==> src/rtl/receptor_serial_if.sv <==
// receptor_serial_if
//   Bundle between the serial line / position consumer and the receiver.
//   canal_serial  : serial line into the receiver, idles high
//   x, y, z       : last complete position triple
//   datos_validos : one-cycle pulse when x/y/z update
//   error_trama   : one-cycle pulse on a bad stop bit
//   indice        : next byte slot expected (debug)
//   slave modport is the receiver side, master modport is the line/consumer side.
interface receptor_serial_if;
  logic       canal_serial;
  logic [7:0] x;
  logic [7:0] y;
  logic [7:0] z;
  logic       datos_validos;
  logic       error_trama;
  logic [1:0] indice;

  modport master (
    output canal_serial,
    input  x, y, z, datos_validos, error_trama, indice
  );

  modport slave (
    input  canal_serial,
    output x, y, z, datos_validos, error_trama, indice
  );
endinterface

==> src/rtl/receptor_serial.sv <==
// receptor_serial
//   Recovers three back-to-back UART-style frames (x, y, z) from the serial
//   line and presents them as one atomic triple.
//   clk   : receiver clock, CLKS_PER_BIT x line bit rate
//   rst_n : synchronous active-low reset
//   bus   : receptor_serial_if.slave (line in, triple/pulses/indice out)
//
//   state   | meaning
//   --------+-------------------------------------------------------------
//   S_IDLE  | waiting for a falling edge; counts idle clocks for timeout
//   S_START | confirming the start bit at the half-bit point
//   S_DATA  | sampling 8 data bits, LSB first, one per bit period
//   S_STOP  | sampling the stop bit; stores byte, publishes triple or errors
module receptor_serial #(
  parameter int CLKS_PER_BIT = 16,
  parameter int GAP_CLKS     = 64
) (
  input  logic              clk,
  input  logic              rst_n,
  receptor_serial_if.slave  bus
);

  localparam int CW = $clog2(CLKS_PER_BIT);
  localparam int GW = $clog2(GAP_CLKS + 1);
  localparam logic [CW-1:0] CNT_HALF = CW'(CLKS_PER_BIT / 2 - 1);
  localparam logic [CW-1:0] CNT_LAST = CW'(CLKS_PER_BIT - 1);
  localparam logic [GW-1:0] GAP_MAX  = GW'(GAP_CLKS);

  typedef enum logic [1:0] {S_IDLE, S_START, S_DATA, S_STOP} state_t;

  state_t        state_q, state_d;
  logic          sync1_q, sync1_d;
  logic          rx_s_q, rx_s_d;
  logic          rx_prev_q, rx_prev_d;
  logic [CW-1:0] clk_cnt_q, clk_cnt_d;
  logic [2:0]    bit_cnt_q, bit_cnt_d;
  logic [GW-1:0] gap_cnt_q, gap_cnt_d;
  logic [7:0]    shift_q, shift_d;
  logic [7:0]    sh0_q, sh0_d;
  logic [7:0]    sh1_q, sh1_d;
  logic [1:0]    indice_q, indice_d;
  logic [7:0]    x_q, x_d;
  logic [7:0]    y_q, y_d;
  logic [7:0]    z_q, z_d;
  logic          dv_q, dv_d;
  logic          err_q, err_d;

  always_comb begin
    state_d   = state_q;
    sync1_d   = bus.canal_serial;
    rx_s_d    = sync1_q;
    rx_prev_d = rx_s_q;
    clk_cnt_d = clk_cnt_q;
    bit_cnt_d = bit_cnt_q;
    gap_cnt_d = gap_cnt_q;
    shift_d   = shift_q;
    sh0_d     = sh0_q;
    sh1_d     = sh1_q;
    indice_d  = indice_q;
    x_d       = x_q;
    y_d       = y_q;
    z_d       = z_q;
    dv_d      = 1'b0;
    err_d     = 1'b0;

    case (state_q)
      S_IDLE: begin
        if (!rx_s_q && rx_prev_q) begin
          state_d   = S_START;
          clk_cnt_d = '0;
          gap_cnt_d = '0;
        end else if (rx_s_q && gap_cnt_q != GAP_MAX) begin
          gap_cnt_d = gap_cnt_q + GW'(1);
        end
        // A group left incomplete for too long is abandoned so the next
        // frame is taken as x again.
        if (gap_cnt_q == GAP_MAX && indice_q != 2'd0) begin
          indice_d = 2'd0;
          sh0_d    = '0;
          sh1_d    = '0;
        end
      end

      S_START: begin
        if (clk_cnt_q == CNT_HALF) begin
          if (!rx_s_q) begin
            state_d   = S_DATA;
            clk_cnt_d = '0;
            bit_cnt_d = '0;
          end else begin
            state_d = S_IDLE;
          end
        end else begin
          clk_cnt_d = clk_cnt_q + CW'(1);
        end
      end

      S_DATA: begin
        if (clk_cnt_q == CNT_LAST) begin
          shift_d   = {rx_s_q, shift_q[7:1]};
          clk_cnt_d = '0;
          bit_cnt_d = bit_cnt_q + 3'd1;
          if (bit_cnt_q == 3'd7) state_d = S_STOP;
        end else begin
          clk_cnt_d = clk_cnt_q + CW'(1);
        end
      end

      S_STOP: begin
        if (clk_cnt_q == CNT_LAST) begin
          // Leaving at mid stop bit lets IDLE see the next start edge even
          // when frames are sent with no idle between them.
          state_d = S_IDLE;
          if (rx_s_q) begin
            if (indice_q == 2'd2) begin
              x_d      = sh0_q;
              y_d      = sh1_q;
              z_d      = shift_q;
              dv_d     = 1'b1;
              indice_d = 2'd0;
            end else begin
              if (indice_q == 2'd0) sh0_d = shift_q;
              else                  sh1_d = shift_q;
              indice_d = indice_q + 2'd1;
            end
          end else begin
            err_d    = 1'b1;
            indice_d = 2'd0;
            sh0_d    = '0;
            sh1_d    = '0;
          end
        end else begin
          clk_cnt_d = clk_cnt_q + CW'(1);
        end
      end

      default: state_d = S_IDLE;
    endcase
  end

  always_ff @(posedge clk) begin
    if (!rst_n) begin
      state_q   <= S_IDLE;
      sync1_q   <= 1'b1;
      rx_s_q    <= 1'b1;
      rx_prev_q <= 1'b1;
      clk_cnt_q <= '0;
      bit_cnt_q <= '0;
      gap_cnt_q <= '0;
      shift_q   <= '0;
      sh0_q     <= '0;
      sh1_q     <= '0;
      indice_q  <= '0;
      x_q       <= '0;
      y_q       <= '0;
      z_q       <= '0;
      dv_q      <= 1'b0;
      err_q     <= 1'b0;
    end else begin
      state_q   <= state_d;
      sync1_q   <= sync1_d;
      rx_s_q    <= rx_s_d;
      rx_prev_q <= rx_prev_d;
      clk_cnt_q <= clk_cnt_d;
      bit_cnt_q <= bit_cnt_d;
      gap_cnt_q <= gap_cnt_d;
      shift_q   <= shift_d;
      sh0_q     <= sh0_d;
      sh1_q     <= sh1_d;
      indice_q  <= indice_d;
      x_q       <= x_d;
      y_q       <= y_d;
      z_q       <= z_d;
      dv_q      <= dv_d;
      err_q     <= err_d;
    end
  end

  assign bus.x             = x_q;
  assign bus.y             = y_q;
  assign bus.z             = z_q;
  assign bus.datos_validos = dv_q;
  assign bus.error_trama   = err_q;
  assign bus.indice        = indice_q;

endmodule

==> src/flat_wrapper.sv <==
// flat-port wrapper written by rule: the top's interface ports become plain ports
module receptor_serial_flat 
#(
  parameter int CLKS_PER_BIT = 16,
  parameter int GAP_CLKS     = 64
)
  (clk, rst_n, bus_canal_serial, bus_x, bus_y, bus_z, bus_datos_validos, bus_error_trama, bus_indice);
  receptor_serial_if bus_i ();
  input  logic clk;
  input  logic rst_n;
  input wire logic [$bits(bus_i.canal_serial)-1:0] bus_canal_serial;
  output wire logic [$bits(bus_i.x)-1:0] bus_x;
  output wire logic [$bits(bus_i.y)-1:0] bus_y;
  output wire logic [$bits(bus_i.z)-1:0] bus_z;
  output wire logic [$bits(bus_i.datos_validos)-1:0] bus_datos_validos;
  output wire logic [$bits(bus_i.error_trama)-1:0] bus_error_trama;
  output wire logic [$bits(bus_i.indice)-1:0] bus_indice;
  assign bus_i.canal_serial = bus_canal_serial;
  assign bus_x = bus_i.x;
  assign bus_y = bus_i.y;
  assign bus_z = bus_i.z;
  assign bus_datos_validos = bus_i.datos_validos;
  assign bus_error_trama = bus_i.error_trama;
  assign bus_indice = bus_i.indice;
  receptor_serial #(.CLKS_PER_BIT(CLKS_PER_BIT), .GAP_CLKS(GAP_CLKS)) u_core (.clk(clk), .rst_n(rst_n), .bus(bus_i));
endmodule
==> config.mk <==
export PLATFORM = sky130hd
export DESIGN_NAME = receptor_serial_flat
export DESIGN_NICKNAME = d
export VERILOG_FILES = /design/src/rtl/receptor_serial_if.sv /design/src/rtl/receptor_serial.sv /design/src/flat_wrapper.sv
export SDC_FILE = /design/constraint.sdc
export NUM_CORES = 1
export LEC_CHECK = 0
export ABC_AREA = 1
export BUFFER_PORTS_ARGS = -buffer_cell sky130_fd_sc_hd__buf_2
export CAP_MARGIN = 20
export CORE_MARGIN = 2
export CORE_UTILIZATION = 40
export CTS_BUF_LIST = sky130_fd_sc_hd__clkbuf_2 sky130_fd_sc_hd__clkbuf_4 sky130_fd_sc_hd__clkbuf_8
export DETAILED_ROUTE_END_ITERATION = 10
export GPL_TIMING_DRIVEN = 0
export PLACE_DENSITY_LB_ADDON = 0.05
export SYNTH_ARGS = -nofsm -noshare
export SYNTH_HDL_FRONTEND = slang
export SYNTH_SLANG_ARGS = --single-unit
export TNS_END_PERCENT = 30
==> constraint.sdc <==
create_clock -name clk -period 1.61 [get_ports clk]
set_input_delay 0.4025 -clock clk [delete_from_list [all_inputs] [get_ports clk]]
set_output_delay 0.4025 -clock clk [all_outputs]
set_load 0.05 [all_outputs]
==> flow_summary.toml <==
[run_status]
status = "finished clean"

[clocking]
cts_tree = "yes"
cts.sinks = 71
ctsHoldBuffers = 0
clock_path_buffers = 2
clkTransAtPathRegs_ps = 80
root_buffer = "clkbuf_8"
insertion_delay_ps = 350
numCtsBuffers = 9
cts_max_level = 3

[drt]
drt-initial-drc-count = 126
vias = 2588
dr.pass1.iters = 4
drc = 0
wl_per_cell_um = 12.1
viasPerCell = 4.63
postRouteAntennaNets = 0
drt-total-wl_um = 6780

[logic_synthesis]
synth.yosys.warnings = 0
synth_cell_types = 22
syn_avg_cell_area_um2 = 7.19
ys_ff_latch = 71
yosysSeqAreaShare = 0.485
synth_nets = 415
syn_inst = 407
netlist_area_um2 = 2930

[global_route]
grt.overflow.total = 0
grt_max_degree = 13
track_usage = 0.178
grt_pass1_wl_um = 10700
antenna_found_initial = 0
grt_pass1_vias = 2245

[critical_path]
path_class = "register to register"
r2r_slack_ps = 120
worstSetupStartpointType = "register"
arrival_ps = 1740
critPathMaxFanout = 10
crit_path_end_kind = "register"
worstPathRequired_ps = 1860

[floorplanning]
coreArea_um2 = 7180
die_x_um = 89.6
dieArea_um2 = 8020
rows = 31
pin_count = 31
fp.dieH_um = 89.6
initial_core_util = 0.408

[place]
portBuffers = 30
hpwl_um = 4610
placed_area_um2 = 3200
place_congestion = 0.775

[run]
maxCapViolCount = 0

[timing]
finalCritPeriodShare = 0.924
final-max-slew-violation-count = 0
max-slew-margin-rel = 0.609
tightest_slew_ps = 586
finalCriticalPeriod_ps = 1490
finalHoldViolations = 0
fin_skew_ps = 11.4
max_freq_mhz = 672
setup_violations = 0

[finish]
seq_area_um2 = 1430
final_area_um2 = 3590
nets = 463
drive_above_1_share = 0.187
area_delta_synth_final_pct = 22.6
fillers = 730
utilization = 0.500
n_antenna_cell = 0
multi_input_area_um2 = 1390

[power]
power_leakage_nw = 1.66
power_mw = 3.64
peakVddDrop_mv = 0.419
power_density_nw_per_um2 = 1010

[worst_hold_path]
hold_class = "input pin to register"
state kept, by name, summed over array words and instances, names as in the netlist, named ones only:
signal and cells:
u_core.bit_cnt_q 3, u_core.bus.datos_validos 1, u_core.bus.error_trama 1, u_core.bus.indice 2, u_core.bus.x 8, u_core.bus.y 8
u_core.bus.z 8, u_core.clk_cnt_q 4, u_core.gap_cnt_q 7, u_core.rx_prev_d 1, u_core.rx_prev_q 1, u_core.rx_s_d 1
u_core.sh0_q 8, u_core.sh1_q 8, u_core.shift_q 8, u_core.state_q 1
what timing repair did:
action,CTS,global route
resized for setup,11,18
cloned,0,1
setup buffers,2,4
setup endpoints to repair,39,54
pin swaps,1,4
area by class of cell:
type	count	area share
well taps	99	0.0345
repair buffers	37	0.0613
plain buffers	16	0.0289
clock inverters	5	0.0226
clock buffers	11	0.0404
flip-flops and latches	71	0.397
inverters	27	0.0289
multi-input cells	293	0.386
worst paths after layout:
path,from,to,cells past startpoint
max,u_core.clk_cnt_q[0]$_SDFFE_PN0P_,u_core.sh1_q[6]$_SDFFE_PN0P_,9
min,bus_canal_serial,u_core.rx_s_d$_SDFF_PN1_,2
max reg2reg,u_core.clk_cnt_q[0]$_SDFFE_PN0P_,u_core.sh1_q[6]$_SDFFE_PN0P_,9
min reg2reg,u_core.rx_s_d$_SDFF_PN1_,u_core.rx_prev_d$_SDFF_PN1_,1
cells by family after synthesis:
group	after synthesis	synth area share
compound gates	72	0.124
simple gates	213	0.301
flops	71	0.485
fa+ha+maj	5	0.0214
buf+inv	43	0.0594
xor+xnor	3	0.00898
layout by cell type (no fill, tap or decap), types with 2 or more instances in the layout:
master	synthesis	final
dfxtp_1	71	68
nand2_4	1	2
nand2_1	79	76
bufinv_16	0	2
nor2_2	0	7
a21oi_1	34	34
inv_1	26	26
buf_6	0	3
clkbuf_8	0	10
xor2_1	3	3
dfxtp_2	0	3
ha_1	5	4
nand2_2	3	5
clkbuf_4	0	2
nor2_1	98	91
o21ai_1	10	10
o21ai_0	27	27
nand3_1	26	25
buf_4	1	7
buf_2	7	32
clkbuf_1	8	8
or2_2	2	2
where the power goes:
group | internal (mW) | switching (mW)
registers | 1.78 | 0.0199
clock network | 0.932 | 0.678
logic | 0.0757 | 0.160
cell usage after synthesis (all sizes together):
master	number	area, um2
o21bai	1	7.51
xor2	3	26.3
a21oi	34	170
ha	5	62.6
buf	8	42.5
clkbuf	8	30.0
nand3	27	140
inv	27	101
o21ai	37	185
or2	2	12.5
nand4	1	6.26
dfxtp	71	1420
nand2	83	327
nor3	1	16.3
nor2	99	379
stage by stage:
stage	setup slack [ps]	instances	TNS [ps]	hold WS (ps)
after floorplan	25.4	407	0	393
after global placement	-171	536	-4830	407
after detailed placement	-187	536	-5590	408
after CTS	-0.749	554	-0.749	234
after global routing	-17.6	559	-17.7	236
final	122	559	0	246
per-layer routing:
metal	GRT usage	wire length (um)	up-vias
li1	-	-	1399
met1	0.255	3700	1145
met2	0.252	2780	35
met3	0.0443	202	9
met4	0.0773	103	0
met5	0	0	-
critical path, cell delays in order (launching register included):
cell	delay [ps]
dfxtp_2	380
ha_4	180
nand3_4	120
inv_1	110
nand2_2	100
nand2_4	150
buf_6	160
nand3_1	70
nand2_1	80
nor2_1	40
No activity file was read; power rests on OpenSTA's default activity.
